--- src/rtl/avsdbgp_en_sequencer.sv ---
// Power-up sequencer for the avsdbgp bandgap: drives EN, waits out settling,
// confirms VBGP via a synchronised comparator flag and enforces a minimum off time.
module avsdbgp_en_sequencer #(
  parameter int SETTLE_CYCLES   = 1000,
  parameter int OK_TIMEOUT      = 256,
  parameter int COOLDOWN_CYCLES = 64,
  parameter int DROP_FILT       = 4,
  parameter int CNT_W           = 16
) (
  input  logic       wb_clk_i,
  input  logic       wb_rst_i,
  input  logic       req_on,
  input  logic       vref_ok,
  input  logic       fault_clr,
  output logic       bgp_en,
  output logic       ready,
  output logic       fault,
  output logic       irq,
  output logic [2:0] state
);

  localparam int DROP_W = $clog2(DROP_FILT + 1);

  localparam logic [CNT_W-1:0]  SETTLE_LAST = CNT_W'(SETTLE_CYCLES - 1);
  localparam logic [CNT_W-1:0]  OK_LAST     = CNT_W'(OK_TIMEOUT - 1);
  localparam logic [CNT_W-1:0]  COOL_LAST   = CNT_W'(COOLDOWN_CYCLES - 1);
  localparam logic [DROP_W-1:0] DROP_LIMIT  = DROP_W'(DROP_FILT);

  typedef enum logic [2:0] {
    S_IDLE     = 3'd0,
    S_SETTLE   = 3'd1,
    S_CHECK    = 3'd2,
    S_READY    = 3'd3,
    S_COOLDOWN = 3'd4,
    S_FAULT    = 3'd5
  } state_t;

  state_t            r_state;
  state_t            w_state_next;
  logic [CNT_W-1:0]  r_cnt;
  logic [CNT_W-1:0]  w_cnt_next;
  logic [DROP_W-1:0] r_drop;
  logic [DROP_W-1:0] w_drop_next;
  logic [DROP_W-1:0] w_drop_inc;
  logic              r_vref_meta;
  logic              r_vref_s;
  logic              r_bgp_en;
  logic              r_ready;
  logic              r_fault;
  logic              r_irq;
  logic              w_state_change;
  logic              w_counting;

  // Comparator flag is asynchronous to the bus clock.
  always_ff @(posedge wb_clk_i or posedge wb_rst_i) begin
    if (wb_rst_i) begin
      r_vref_meta <= 1'b0;
      r_vref_s    <= 1'b0;
    end else begin
      r_vref_meta <= vref_ok;
      r_vref_s    <= r_vref_meta;
    end
  end

  assign w_drop_inc = r_drop + DROP_W'(1);

  always_comb begin
    w_state_next = r_state;
    case (r_state)
      S_IDLE: begin
        if (req_on) w_state_next = S_SETTLE;
      end
      S_SETTLE: begin
        if (!req_on)                   w_state_next = S_COOLDOWN;
        else if (r_cnt == SETTLE_LAST) w_state_next = S_CHECK;
      end
      S_CHECK: begin
        if (!req_on)               w_state_next = S_COOLDOWN;
        else if (r_vref_s)         w_state_next = S_READY;
        else if (r_cnt == OK_LAST) w_state_next = S_FAULT;
      end
      S_READY: begin
        if (!req_on)                                   w_state_next = S_COOLDOWN;
        else if (!r_vref_s && w_drop_inc == DROP_LIMIT) w_state_next = S_FAULT;
      end
      S_COOLDOWN: begin
        if (r_cnt == COOL_LAST) w_state_next = S_IDLE;
      end
      S_FAULT: begin
        if (fault_clr) w_state_next = S_COOLDOWN;
      end
      default: w_state_next = S_IDLE;
    endcase
  end

  assign w_state_change = (w_state_next != r_state);
  assign w_counting     = (r_state == S_SETTLE) || (r_state == S_CHECK) ||
                          (r_state == S_COOLDOWN);

  // Both counters restart on every transition, so neither can wrap.
  always_comb begin
    w_cnt_next  = '0;
    w_drop_next = '0;
    if (!w_state_change && w_counting) begin
      w_cnt_next = r_cnt + CNT_W'(1);
    end
    if (!w_state_change && (r_state == S_READY) && !r_vref_s) begin
      w_drop_next = w_drop_inc;
    end
  end

  always_ff @(posedge wb_clk_i or posedge wb_rst_i) begin
    if (wb_rst_i) begin
      r_state  <= S_IDLE;
      r_cnt    <= '0;
      r_drop   <= '0;
      r_bgp_en <= 1'b0;
      r_ready  <= 1'b0;
      r_fault  <= 1'b0;
      r_irq    <= 1'b0;
    end else begin
      r_state  <= w_state_next;
      r_cnt    <= w_cnt_next;
      r_drop   <= w_drop_next;
      r_bgp_en <= (w_state_next == S_SETTLE) || (w_state_next == S_CHECK) ||
                  (w_state_next == S_READY);
      r_ready  <= (w_state_next == S_READY);
      r_fault  <= (w_state_next == S_FAULT);
      r_irq    <= w_state_change &&
                  ((w_state_next == S_READY) || (w_state_next == S_FAULT));
    end
  end

  assign bgp_en = r_bgp_en;
  assign ready  = r_ready;
  assign fault  = r_fault;
  assign irq    = r_irq;
  assign state  = r_state;

endmodule

--- config.mk ---
export PLATFORM = sky130hd
export DESIGN_NAME = avsdbgp_en_sequencer
export DESIGN_NICKNAME = d
export VERILOG_FILES = /design/src/rtl/avsdbgp_en_sequencer.sv
export SDC_FILE = /design/constraint.sdc
export NUM_CORES = 1
export LEC_CHECK = 0
export ABC_AREA = 1
export CORE_UTILIZATION = 30
export CTS_BUF_LIST = sky130_fd_sc_hd__clkbuf_2
export DETAILED_ROUTE_END_ITERATION = 16
export MAX_ROUTING_LAYER = met4
export PLACE_DENSITY = 0.45
export SLEW_MARGIN = 40
export SYNTH_ARGS = -nofsm -noshare
export SYNTH_HDL_FRONTEND = slang
export SYNTH_SLANG_ARGS = --single-unit
--- constraint.sdc ---
create_clock -name wb_clk_i -period 5.8 [get_ports wb_clk_i]
set_clock_uncertainty 0.15 [all_clocks]
set_input_delay 1.16 -clock wb_clk_i [delete_from_list [all_inputs] [get_ports wb_clk_i]]
set_output_delay 1.16 -clock wb_clk_i [all_outputs]
set_load 0.005 [all_outputs]
== After elaboration in Yosys (flattened, before gate mapping) ==
Cells that the tools add are included.

* Flip-flop bits (word level): 28
* Bits in read-only memories: 0
* RAM bits: 0
* Memories kept: 0
* Logic and storage cells: 51
* Bits in latches: 0

* Bitwise gates (word level): 0
* Mux-type cells: 13
* $add $sub $neg: 2
* Multiply operators: 0
* Reduce and logical (&&, ||, !) cells: 13
* Divide/modulo/power cells: 0
* Equal/unequal tests: 14
* $lt $le $gt $ge: 0
* Shifts and indexed selects: 0

{| class="wikitable"
|+ Operator list
! kind !! count
|-
| 3-bit two-way mux || 11
|-
| 3-bit case mux with 6 select lines || 1
|-
| 16-bit by 1-bit adder with 16-bit output (second input constant) || 1
|-
| 16-bit by 10-bit == test with 1-bit output (second input constant) || 1
|-
| 16-bit by 6-bit == test with 1-bit output (second input constant) || 1
|-
| 16-bit by 8-bit == test with 1-bit output (second input constant) || 1
|-
| 16-bit two-way mux || 1
|-
| 3-bit by 2-bit == test with 1-bit output (second input constant) || 4
|-
| 3-bit == test (second input constant) || 4
|-
| 3-bit by 1-bit == test with 1-bit output (second input constant) || 2
|-
| 1-bit logical AND || 5
|-
| 1-bit logical OR || 5
|-
| 3-bit by 1-bit adder with 3-bit output (second input constant) || 1
|-
| 3-bit zero test || 1
|-
| 3-bit != test || 1
|-
| 1-bit zero test || 2
|}

== Logic depth before layout (Yosys ltp) ==
* Depth after elaboration: 11
* Mapped depth: 16

== Worst setup path after synthesis ==
Ideal clock, no wire load.

* Path kind: input to register
* From: input port req_on
* To: register r_cnt[8]
* Cell stages on the path: 13
* Path buffers: 1
* Path slack: 3501 ps
* Arrival: 2024 ps
* Library setup time: 124 ps
* Data required time: 5526 ps
* Cell sequence: inv_1 o21ai_0 nand2_1 inv_1 nand2_1 clkinv_1 nand2_2 nand2_1 nand2_1 inv_2 nand3_4 buf_12 nor2_4

* Cells in the longest elaborated chain, start to end: 6
* Elaborated cells between the ends (all ways): 9
* Classes of those cells: eq/ne: 1; mux: 6; reduce/logical: 2

{| class="wikitable"
|+ Ends and longest elaborated chain
! what !! RTL line !! source
|-
| start, declared || 12 || <nowiki>input logic req_on,</nowiki>
|-
| 3-bit two-way mux, on equally long branches || -- ||
|-
| 3-bit case mux with 6 select lines (*) || 69 || <nowiki>case (r_state)</nowiki>
|-
| named net w_state_next[2] || 39 || <nowiki>state_t w_state_next;</nowiki>
|-
| 3-bit != test (*) || 96 || <nowiki>assign w_state_change = (w_state_next != r_state);</nowiki>
|-
| 1-bit zero test (*) || 104 || <nowiki>if (!w_state_change && w_counting) begin</nowiki>
|-
| 1-bit logical AND (*) || 104 ||
|-
| 16-bit two-way mux (*) || 104 ||
|-
| named net w_cnt_next[8] || 41 || <nowiki>logic [CNT_W-1:0] w_cnt_next;</nowiki>
|-
| end signal, assigned || 123 || <nowiki>r_cnt <= w_cnt_next;</nowiki>
|-
| end, declared || 40 || <nowiki>logic [CNT_W-1:0] r_cnt;</nowiki>
|}

Mark *: on every way through the listed nets, which the timed path passes. The rest lies on a longest branch.

== Final worst setup path ==
* From: register r_state[1] (netlist: state[1])
* To: output port state[1]

{| class="wikitable"
|+ RTL lines
! what !! RTL line !! source
|-
| start, declared || 38 || <nowiki>state_t r_state;</nowiki>
|-
| start signal, assigned || 122 || <nowiki>r_state <= w_state_next;</nowiki>
|-
| end, declared || 19 || <nowiki>output logic [2:0] state</nowiki>
|}

No word-level cell between the ends.

==> impl_metrics.ini <==
[clock_network]
cts_buffers = 3
htreeDepth = 1
cts_buffer_depth = 2
hold_buffers = 0
postCtsSetupBuffers = 0
cts_tree = done
clk_latency_ps = 360
numClockSinks = 28
clockRootBuffer = clkbuf_2
clk_pin_slew_worst_paths_ps = 260
cts_resized = 0

[sta]
setup_viol = 0
maxSlewViolCount = 0
rsz0062_at_grt = false
period_needed_ps = 2880
hold_violations = 0
min_period_over_period_pct = 49.7
tns_ps = 0
holdWs_ps = 240
clock.fmax_mhz = 347
tightest_slew_ps = 399
relSlewSlack_pct = 73.4

[worst_setup_path]
critPathTopFamily = flip-flops
cp_max_fo = 10
start_kind = flip-flop
r2r_slack_ps = 3440
worstPathCellList = clkdlybuf4s50_1
r2r_end = r_cnt[0]
end_kind = output pin
criticalPathCategory = flip-flop to output pin
crit_required_ps = 4490
critPathSlowestCell = dfrtp_1
path_buf_inv = 1
rr_startpoint = r_cnt[0]
arrival_ps = 1570
crit_path_max_incr_delay_ps = 640
r2r_cells = 13

[global_routing]
grt-ovfl-total = 0
grt_use_total_pct = 11.8
grt_max_degree = 29
antenna_found_initial = 0
grt_pass1_vias = 1141
grt_pass1_wl_um = 5380

[synthesis]
synth-seq-cells = 28
synth_ff_type = dfrtp_1
synthAdderAreaFrac_pct = 2.22
synthSimpleGateAreaFrac_pct = 38.6
synthXorXnorAreaFrac_pct = 4.65
synthDistinctLibCells = 30
synth_seq_area_share_pct = 41.4
synth-async-reset-ratio_pct = 100
syn_area_sq_mm = 0.00169
yosys_warnings = 0
muxShareOfSynthArea_pct = 0
synthCells = 201
synth_compound_area_share_pct = 4.73
syn_area_per_cell_sq_um = 8.43
synth.net_count = 209
synth_edf_count = 0
synth_top_family_by_area = simple AND/OR/NAND/NOR gates

[placement]
port_buffers = 11
hpwl_um = 2310
gp_congestion = 0.752
dp.cells = 281

[floorplanning]
row_count = 26
start_util_pct = 32.1
fp.dieH_um = 77.1
boundaryPins = 12
die_area_sq_mm = 0.00595
die_width_um = 77.1
core_sq_mm = 0.00527

[status]
status = complete, no violations

[drt]
drc = 0
drt-pass1-iter-count = 4
avgRoutedWirePerCell_um = 10.6
drt-initial-drc-count = 54
wl_um = 3010
viasPerCell = 4.30
vias = 1221
postRouteAntennaNets = 0

[layout]
area_growth_pct = 11.4
drive_gt1_share_pct = 20.6
antennaDiodeCount = 0
fin_nets = 224
final_util_pct = 35.8
layout.cells.non_filler = 284

[power]
p_leak_nw = 0.874
power.density_mw_per_mm2 = 266
ir_worst_vdd_uv = 96.8
p_total_mw = 0.502

[min_path]
hold_end = r_vref_s
hold_path_class = flip-flop to flip-flop
whs_path_depth = 0
hp-start = r_vref_meta

[flow_run]
maxCapViolCount = 0
-- synth_stat cells, types with 2 or more instances --
cell / n / area share, %
xor2_1: 8 / 4.1
nand2_1: 37 / 8.2
nand3_2: 2 / 1.2
and3_1: 2 / 0.74
inv_1: 22 / 4.9
nor2_1: 24 / 5.3
ha_1: 3 / 2.2
o21ai_0: 3 / 0.89
inv_2: 7 / 1.6
clkinv_1: 2 / 0.44
dfrtp_1: 28 / 41
nand2_4: 2 / 1.3
nand3_1: 15 / 4.4
nor2_4: 12 / 8.0
nor3_1: 3 / 0.89
nor2_2: 4 / 1.5
nand4_1: 3 / 1.1
a21oi_1: 5 / 1.5
nand2_2: 8 / 3.0
-- flip-flops by register name, indices dropped and copies added, names as in the netlist --
| name | cells |
|---|---|
| r_vref_meta | 1 |
| state | 3 |
| bgp_en | 1 |
| r_drop | 3 |
| r_vref_s | 1 |
| ready | 1 |
| r_cnt | 16 |
| fault | 1 |
| irq | 1 |
-- per-layer routing --
| metal | part of all wire [%] | wire (um) | vias to the layer above | global-route usage [%] |
|---|---|---|---|---|
| met5 | 0 | 0 | - | - |
| met4 | 1.6 | 48 | 0 | 4.53 |
| met3 | 2.5 | 74 | 4 | 1.55 |
| met2 | 43 | 1310 | 20 | 17.2 |
| met1 | 52 | 1580 | 543 | 16.5 |
| li1 | - | - | 654 | - |
-- cell usage in the layout (no fill, tap or decap), drive strengths merged --
| cell type | Yosys | final |
|---|---|---|
| xor2 | 8 | 8 |
| nor3 | 3 | 3 |
| clkdlybuf4s50 | 0 | 11 |
| buf | 2 | 1 |
| nand3 | 18 | 18 |
| ha | 3 | 3 |
| nand4 | 3 | 3 |
| inv | 29 | 29 |
| a211o | 1 | 1 |
| o21ai | 3 | 3 |
| nor2 | 41 | 41 |
| nand2 | 47 | 47 |
| xnor2 | 1 | 1 |
| clkinv | 2 | 2 |
| a21o | 1 | 1 |
| or3 | 1 | 1 |
| and3 | 2 | 2 |
| clkbuf | 0 | 3 |
| dfrtp | 28 | 28 |
| or2 | 1 | 1 |
| a21oi | 6 | 6 |
| a31oi | 1 | 1 |
-- worst reg2reg max path, cell delays in order, from the launching register on --
cell and delay, ps:
dfrtp_1 440, ha_1 220, nand3_2 180, nor2_1 210, nand4_1 150, nand2_1 90, nand2_1 50, clkinv_1 60
nand2_2 60, nand2_1 60, nand2_1 50, inv_2 70, nand3_4 300, nor2_1 210
-- power by group --
group / leakage (nW) / internal (mW) / total (mW) / switching [mW]
clock: 0.0125 / 0.0140 / 0.0708 / 0.0568
combinational: 0.480 / 0.0700 / 0.201 / 0.131
sequential: 0.381 / 0.212 / 0.230 / 0.0179
total: 0.874 / 0.296 / 0.502 / 0.205
-- layout make-up --
| class | count | area (sq um) |
|---|---|---|
| tap | 70 | 87.6 |
| clock buffer | 3 | 15.0 |
| multi-input combinational | 140 | 850 |
| inverter | 31 | 116 |
| sequential | 28 | 701 |
| timing repair buffer | 12 | 118 |
| fill | 563 | 3380 |
-- cells by family (layout without fill, tap and decap cells) --
group / count (synthesis) / after routing
and+or+nand+nor: 116 / 116
buffers and inverters: 33 / 46
AOI/OAI and AO/OA: 12 / 12
DFF: 28 / 28
adders and majority gates: 3 / 3
xor gates and xnor gates: 9 / 9
-- per-stage QoR --
stage                     cell area (sq um)  setup slack, ps
after floorplan                        1690             3500
after global placement                 1870             2630
after detailed placement               1870             2560
after CTS                              1890             2870
after global routing                   1890             2780
final                                  1890             2920
-- worst max path at each step --
stage,startpoint,end,slack [ps],depth (start not counted)
final,state[1],state[1],2920,1
after global routing,state[1],state[1],2780,1
after CTS,state[1],state[1],2870,1
after detailed placement,req_on,r_cnt[0],2560,13
after global placement,req_on,r_cnt[3],2630,13
after floorplan,req_on,r_cnt[8],3500,13
No activity file was read; power rests on OpenSTA's default activity.
